### config.mk
export PLATFORM = sky130hd
export DESIGN_NAME = x_stage_md_sched_flat
export DESIGN_NICKNAME = d
export VERILOG_FILES = /design/src/rtl/x_stage_md_sched_if.sv /design/src/rtl/x_stage_md_sched.sv /design/src/flat_wrapper.sv
export SDC_FILE = /design/constraint.sdc
export NUM_CORES = 1
export LEC_CHECK = 0
export CAP_MARGIN = 20
export CORE_UTILIZATION = 53
export DETAILED_ROUTE_END_ITERATION = 8
export PLACE_DENSITY = 0.84
export SLEW_MARGIN = 20
export SYNTH_ARGS = -nofsm -noshare
export SYNTH_HDL_FRONTEND = slang
export SYNTH_SLANG_ARGS = --single-unit
### constraint.sdc
create_clock -name clk -period 5.1 [get_ports clk]
set_input_delay 0.51 -clock clk [delete_from_list [all_inputs] [get_ports clk]]
set_output_delay 0.51 -clock clk [all_outputs]
set_load 0.1 [all_outputs]
### src/rtl/x_stage_md_sched_if.sv
// ============================================================================
// Module      : x_stage_md_sched_if
// Description : Bundle of the mult/div handshake and pipe-register control
//               signals between the X-stage scheduler and the dual-issue
//               pipeline. The master modport is the scheduler side.
// Revision    : 1.0 - initial release
// ============================================================================
`default_nettype none

interface x_stage_md_sched_if #(
    parameter int STALL_CNT_W = 16
);
    // Requests and unit handshake
    logic                   md_req_top;
    logic                   md_req_bot;
    logic                   md_ready;
    logic                   ld_use_hazard;
    logic                   br_taken;
    // Mult/div unit control
    logic                   md_start;
    logic                   md_sel;
    logic                   md_cap_top;
    logic                   md_cap_bot;
    // Pipe register control
    logic                   fd_we;
    logic                   dx_we;
    logic                   dx_nop;
    logic                   xm_we;
    logic                   xm_nop;
    logic                   fd_flush;
    logic                   dx_flush;
    // Status
    logic [STALL_CNT_W-1:0] stall_cycles;
    logic                   md_timeout;

    modport master (
        input  md_req_top, md_req_bot, md_ready, ld_use_hazard, br_taken,
        output md_start, md_sel, md_cap_top, md_cap_bot,
        output fd_we, dx_we, dx_nop, xm_we, xm_nop, fd_flush, dx_flush,
        output stall_cycles, md_timeout
    );

    modport slave (
        output md_req_top, md_req_bot, md_ready, ld_use_hazard, br_taken,
        input  md_start, md_sel, md_cap_top, md_cap_bot,
        input  fd_we, dx_we, dx_nop, xm_we, xm_nop, fd_flush, dx_flush,
        input  stall_cycles, md_timeout
    );
endinterface

`default_nettype wire

### src/rtl/x_stage_md_sched.sv
// ============================================================================
// Module      : x_stage_md_sched
// Description : Stall/flush controller for the dual-issue pipeline and
//               scheduler of the shared mult/div unit. Serialises top-then-bot
//               ops, holds X until both results are captured, counts stalls.
// Revision    : 1.0 - initial release
// ============================================================================
`default_nettype none

module x_stage_md_sched #(
    parameter int MD_MAX_CYCLES = 40,
    parameter int STALL_CNT_W   = 16
) (
    input  wire logic               clk,
    input  wire logic               reset,   // asynchronous, active-low
    x_stage_md_sched_if.master      bus
);

    localparam int c_WAIT_W = $clog2(MD_MAX_CYCLES + 1);
    localparam logic [c_WAIT_W-1:0] c_WAIT_MAX  = c_WAIT_W'(MD_MAX_CYCLES);
    localparam logic [c_WAIT_W-1:0] c_WAIT_LAST = c_WAIT_W'(MD_MAX_CYCLES - 1);

    typedef enum logic [1:0] {
        IDLE     = 2'd0,
        WAIT_TOP = 2'd1,
        WAIT_BOT = 2'd2,
        DONE     = 2'd3
    } state_t;

    state_t                 r_state;
    state_t                 w_state_nxt;
    logic [c_WAIT_W-1:0]    r_wait_cnt;
    logic                   r_timeout;
    logic [STALL_CNT_W-1:0] r_stall_cnt;

    logic w_md_start;
    logic w_md_sel;
    logic w_cap_top;
    logic w_cap_bot;
    logic w_x_stall;
    logic w_in_wait;
    logic w_stall_evt;

    // Scheduler next-state and unit-control decode (Mealy, same-cycle)
    always_comb begin
        w_state_nxt = r_state;
        w_md_start  = 1'b0;
        w_md_sel    = 1'b0;
        w_cap_top   = 1'b0;
        w_cap_bot   = 1'b0;
        w_x_stall   = 1'b0;
        case (r_state)
            IDLE: begin
                if (bus.md_req_top) begin
                    w_md_start  = 1'b1;
                    w_md_sel    = 1'b0;
                    w_x_stall   = 1'b1;
                    w_state_nxt = WAIT_TOP;
                end else if (bus.md_req_bot) begin
                    w_md_start  = 1'b1;
                    w_md_sel    = 1'b1;
                    w_x_stall   = 1'b1;
                    w_state_nxt = WAIT_BOT;
                end
            end
            WAIT_TOP: begin
                w_x_stall = 1'b1;
                w_md_sel  = 1'b0;
                if (bus.md_ready) begin
                    w_cap_top = 1'b1;
                    // Bot op is launched in the same cycle the top result lands
                    if (bus.md_req_bot) begin
                        w_md_start  = 1'b1;
                        w_md_sel    = 1'b1;
                        w_state_nxt = WAIT_BOT;
                    end else begin
                        w_state_nxt = DONE;
                    end
                end
            end
            WAIT_BOT: begin
                w_x_stall = 1'b1;
                w_md_sel  = 1'b1;
                if (bus.md_ready) begin
                    w_cap_bot   = 1'b1;
                    w_state_nxt = DONE;
                end
            end
            // The bundle that was just served leaves X now; its requests are stale
            DONE: begin
                w_state_nxt = IDLE;
            end
            default: begin
                w_state_nxt = IDLE;
            end
        endcase
    end

    // Pipe-register control: x_stall outranks branch flush, which outranks load-use
    always_comb begin
        bus.fd_we    = 1'b1;
        bus.dx_we    = 1'b1;
        bus.dx_nop   = 1'b0;
        bus.xm_we    = 1'b1;
        bus.xm_nop   = 1'b0;
        bus.fd_flush = 1'b0;
        bus.dx_flush = 1'b0;
        if (w_x_stall) begin
            bus.fd_we  = 1'b0;
            bus.dx_we  = 1'b0;
            bus.xm_nop = 1'b1;
        end else if (bus.br_taken) begin
            bus.fd_flush = 1'b1;
            bus.dx_flush = 1'b1;
        end else if (bus.ld_use_hazard) begin
            bus.fd_we  = 1'b0;
            bus.dx_nop = 1'b1;
        end
    end

    assign w_in_wait   = (r_state == WAIT_TOP) || (r_state == WAIT_BOT);
    assign w_stall_evt = w_x_stall || (bus.ld_use_hazard && !bus.br_taken);

    // Scheduler state register
    always_ff @(posedge clk or negedge reset) begin
        if (!reset) begin
            r_state <= IDLE;
        end else begin
            r_state <= w_state_nxt;
        end
    end

    // Per-op wait counter with sticky timeout; counter parks at the limit
    always_ff @(posedge clk or negedge reset) begin
        if (!reset) begin
            r_wait_cnt <= '0;
            r_timeout  <= 1'b0;
        end else if (w_md_start) begin
            r_wait_cnt <= '0;
        end else if (w_in_wait) begin
            if (r_wait_cnt != c_WAIT_MAX) begin
                r_wait_cnt <= r_wait_cnt + 1'b1;
            end
            if (r_wait_cnt >= c_WAIT_LAST) begin
                r_timeout <= 1'b1;
            end
        end
    end

    // Saturating count of stall cycles (X hold or load-use bubble)
    always_ff @(posedge clk or negedge reset) begin
        if (!reset) begin
            r_stall_cnt <= '0;
        end else if (w_stall_evt && (r_stall_cnt != {STALL_CNT_W{1'b1}})) begin
            r_stall_cnt <= r_stall_cnt + 1'b1;
        end
    end

    assign bus.md_start     = w_md_start;
    assign bus.md_sel       = w_md_sel;
    assign bus.md_cap_top   = w_cap_top;
    assign bus.md_cap_bot   = w_cap_bot;
    assign bus.stall_cycles = r_stall_cnt;
    assign bus.md_timeout   = r_timeout;

endmodule

`default_nettype wire

### src/flat_wrapper.sv
// flat-port wrapper written by rule: the top's interface ports become plain ports
module x_stage_md_sched_flat 
#(
    parameter int MD_MAX_CYCLES = 40,
    parameter int STALL_CNT_W   = 16
)
  (clk, reset, bus_md_req_top, bus_md_req_bot, bus_md_ready, bus_ld_use_hazard, bus_br_taken, bus_md_start, bus_md_sel, bus_md_cap_top, bus_md_cap_bot, bus_fd_we, bus_dx_we, bus_dx_nop, bus_xm_we, bus_xm_nop, bus_fd_flush, bus_dx_flush, bus_stall_cycles, bus_md_timeout);
  x_stage_md_sched_if #(.STALL_CNT_W(STALL_CNT_W)) bus_i ();
  input  wire logic clk;
  input  wire logic reset;
  input wire logic [$bits(bus_i.md_req_top)-1:0] bus_md_req_top;
  input wire logic [$bits(bus_i.md_req_bot)-1:0] bus_md_req_bot;
  input wire logic [$bits(bus_i.md_ready)-1:0] bus_md_ready;
  input wire logic [$bits(bus_i.ld_use_hazard)-1:0] bus_ld_use_hazard;
  input wire logic [$bits(bus_i.br_taken)-1:0] bus_br_taken;
  output wire logic [$bits(bus_i.md_start)-1:0] bus_md_start;
  output wire logic [$bits(bus_i.md_sel)-1:0] bus_md_sel;
  output wire logic [$bits(bus_i.md_cap_top)-1:0] bus_md_cap_top;
  output wire logic [$bits(bus_i.md_cap_bot)-1:0] bus_md_cap_bot;
  output wire logic [$bits(bus_i.fd_we)-1:0] bus_fd_we;
  output wire logic [$bits(bus_i.dx_we)-1:0] bus_dx_we;
  output wire logic [$bits(bus_i.dx_nop)-1:0] bus_dx_nop;
  output wire logic [$bits(bus_i.xm_we)-1:0] bus_xm_we;
  output wire logic [$bits(bus_i.xm_nop)-1:0] bus_xm_nop;
  output wire logic [$bits(bus_i.fd_flush)-1:0] bus_fd_flush;
  output wire logic [$bits(bus_i.dx_flush)-1:0] bus_dx_flush;
  output wire logic [$bits(bus_i.stall_cycles)-1:0] bus_stall_cycles;
  output wire logic [$bits(bus_i.md_timeout)-1:0] bus_md_timeout;
  assign bus_i.md_req_top = bus_md_req_top;
  assign bus_i.md_req_bot = bus_md_req_bot;
  assign bus_i.md_ready = bus_md_ready;
  assign bus_i.ld_use_hazard = bus_ld_use_hazard;
  assign bus_i.br_taken = bus_br_taken;
  assign bus_md_start = bus_i.md_start;
  assign bus_md_sel = bus_i.md_sel;
  assign bus_md_cap_top = bus_i.md_cap_top;
  assign bus_md_cap_bot = bus_i.md_cap_bot;
  assign bus_fd_we = bus_i.fd_we;
  assign bus_dx_we = bus_i.dx_we;
  assign bus_dx_nop = bus_i.dx_nop;
  assign bus_xm_we = bus_i.xm_we;
  assign bus_xm_nop = bus_i.xm_nop;
  assign bus_fd_flush = bus_i.fd_flush;
  assign bus_dx_flush = bus_i.dx_flush;
  assign bus_stall_cycles = bus_i.stall_cycles;
  assign bus_md_timeout = bus_i.md_timeout;
  x_stage_md_sched #(.MD_MAX_CYCLES(MD_MAX_CYCLES), .STALL_CNT_W(STALL_CNT_W)) u_core (.clk(clk), .reset(reset), .bus(bus_i));
endmodule
==> results.yml <==
run_status:
  status: "finished clean"
detailed_routing:
  drtIter0Drc: 34
  first_pass_iters: 5
  routedWlPerCell_um: 14.72
  drc: 0
  viasPerCell: 5.705
  antenna_left: 0
  totalWireLength_um: 3047
  vias: 1181
floorplan:
  fp.dieW_um: 55.09
  io_pins: 35
  fp.dieH_um: 55.09
  core_mm2: 0.002567
  initial_core_util: 0.5819
  die-area_mm2: 0.003035
  num_rows: 18
worst_setup_path:
  path_class: "register to output pin"
  critPathLaunchType: "register"
  required_ns: 4.59
  r2r_start: "u_core.bus.stall_cycles[0]$_DFFE_PN0P_"
  worstPathArrival_ns: 2.93
  reg2regPathDepth: 5
  reg2reg_slack_ns: 3.18
  worstSetupEndpointType: "output pin"
  crit_fanout: 8
  crit_path_start: "u_core.r_state[1]$_DFFE_PN0P_"
  r2r_end: "u_core.bus.stall_cycles[1]$_DFFE_PN0P_"
layout:
  drive_gt1_frac: 0.06780
  finalNetCount: 194
  area_growth_pct: 23.53
  diodes: 0
yosys:
  synth_top_area_frac: 0.4188
  synth_cell_types: 41
  synth_area_leader_cell: "dfrtp_1"
  synthCells: 144
  synth_ff_type: "dfrtp_1"
  mappedNetlistArea_mm2: 0.001494
  synth_area_leaders: "dfrtp_1 42%, xor2_1 10%, ha_1 7.5%"
  avgSynthCellArea_um2: 10.37
  async_flop_share: 1.000
  synthTopCellsByCount: "25 x dfrtp_1, 17 x xor2_1, 12 x nor2_1"
  synth_seq_cells: 25
  synth.most_common_cell: "dfrtp_1"
  ys_warn_count: 0
  yosysSeqAreaShare: 0.4188
  synth_edf_count: 0
  synth_nets: 160
hold_path:
  min_path_type: "input pin to asynchronous set/reset pin"
global_route:
  grt_max_degree: 26
  track_usage: 0.2313
  grt.overflow.total: 0
  grt_first_pass_wirelength_um: 4926
  grt_pass1_vias: 1157
  antenna_found_initial: 0
timing:
  fmax_ghz: 0.2904
  fin_crit_sh: 0.6752
  worstMarginPinSlew_ns: 0.9979
  fin_crit_ns: 3.443
  final-hold-violation-count: 0
  setup_viol: 0
  fin_worst_skew_ns: 0.002865
  fin_tns_setup_ns: 0
  rsz0062_at_grt: "no"
  maxSlewViolCount: 0
  relSlewSlack: 0.3327
job:
  cap_violations: 0
clock_network:
  htree_levels: 1
  hold_buffers: 0
  post_cts_resize_count: 0
  insertion_delay_ns: 0.31
  numCtsBuffers: 3
  cts_tree: "yes"
  clockBufferDepth: 2
  cts_sinks: 25
  cts_root_buffer: "clkbuf_4"
  postCtsSetupRepairBufs: 0
  path_clk_slew_ns: 0.12
placement:
  place_hpwl_um: 2289
  gp_congestion: 0.7676
  port_buffers: 33
area by class of cell:
class	instances	area, µm²
Fill cell	199	721.9
Multi-Input combinational cell	107	800.8
Clock buffer	4	26.28
Inverter	8	30.03
Sequential cell	25	625.6
Tap cell	30	37.54
Timing Repair Buffer	33	325.3
flip-flops by register name, indices dropped and copies added (netlist names):
register,flops
u_core.bus.md_timeout,1
u_core.bus.stall_cycles,16
u_core.r_state,2
u_core.r_wait_cnt,6
stage by stage:
step / instances / hold WS, ns / util / instance area [µm²] / setup slack, ns
2_1_floorplan: 144 / 0.2144 / - / 1494 / 0.5384
3_3_place_gp: 203 / 0.4645 / 0.7105 / 1824 / 1.813
3_5_place_dp: 203 / 0.4747 / 0.7105 / 1824 / 1.771
4_1_cts: 207 / 0.5030 / 0.7208 / 1851 / 1.660
5_1_grt: 207 / 0.1881 / 0.7188 / 1846 / 1.504
6_report: 207 / 0.1575 / 0.7188 / 1846 / 1.657
logic make-up (layout without fill, tap and decap cells):
logic type	Yosys count	count (layout)	synth area share
simple gates	59	59	0.2454
fa+ha+maj	9	9	0.07538
compound gates	15	15	0.07203
xor+xnor	20	20	0.1173
buf+inv	12	45	0.04522
flops	25	25	0.4188
mux	3	3	0.02345
other cells	1	1	0.002510
worst max-delay path by stage:
| stage | end | slack (ns) |
|---|---|---|
| 2_1_floorplan | bus_fd_flush | 0.54 |
| 3_3_place_gp | bus_md_start | 1.81 |
| 3_5_place_dp | bus_md_start | 1.77 |
| 4_1_cts | bus_md_start | 1.66 |
| 5_1_grt | bus_md_start | 1.50 |
| 6_report | bus_md_start | 1.66 |
placed cells by master (no fill, tap or decap), types with 3 or more instances in the layout:
cell / count
inv_1: 8
clkdlybuf4s50_1: 32
nand2_1: 8
clkbuf_4: 3
nand3_1: 6
xnor2_1: 3
nor3_1: 6
xor2_1: 17
ha_1: 9
nand4_1: 5
nor2_1: 12
a21oi_1: 3
dfrtp_1: 25
nand2b_1: 3
worst max-delay path, stage by stage (launching register included):
cell and delay, ns:
dfrtp_1 0.43, inv_1 0.13, ha_1 0.22, nand2_1 0.12, o21ai_1 0.47, clkdlybuf4s50_1 1.24
layer usage:
layer  share of wire  vias to the layer above  GRT usage
li1                -                      567          -
met1            0.42                      567     0.2669
met2            0.52                       40     0.4137
met3           0.049                        7    0.03552
met4           0.019                        0     0.1125
met5               0                        -          0
Power is left out: the tool's default activity adds up to more than one toggle a clock period on the data nets, which glitch-free logic cannot reach.
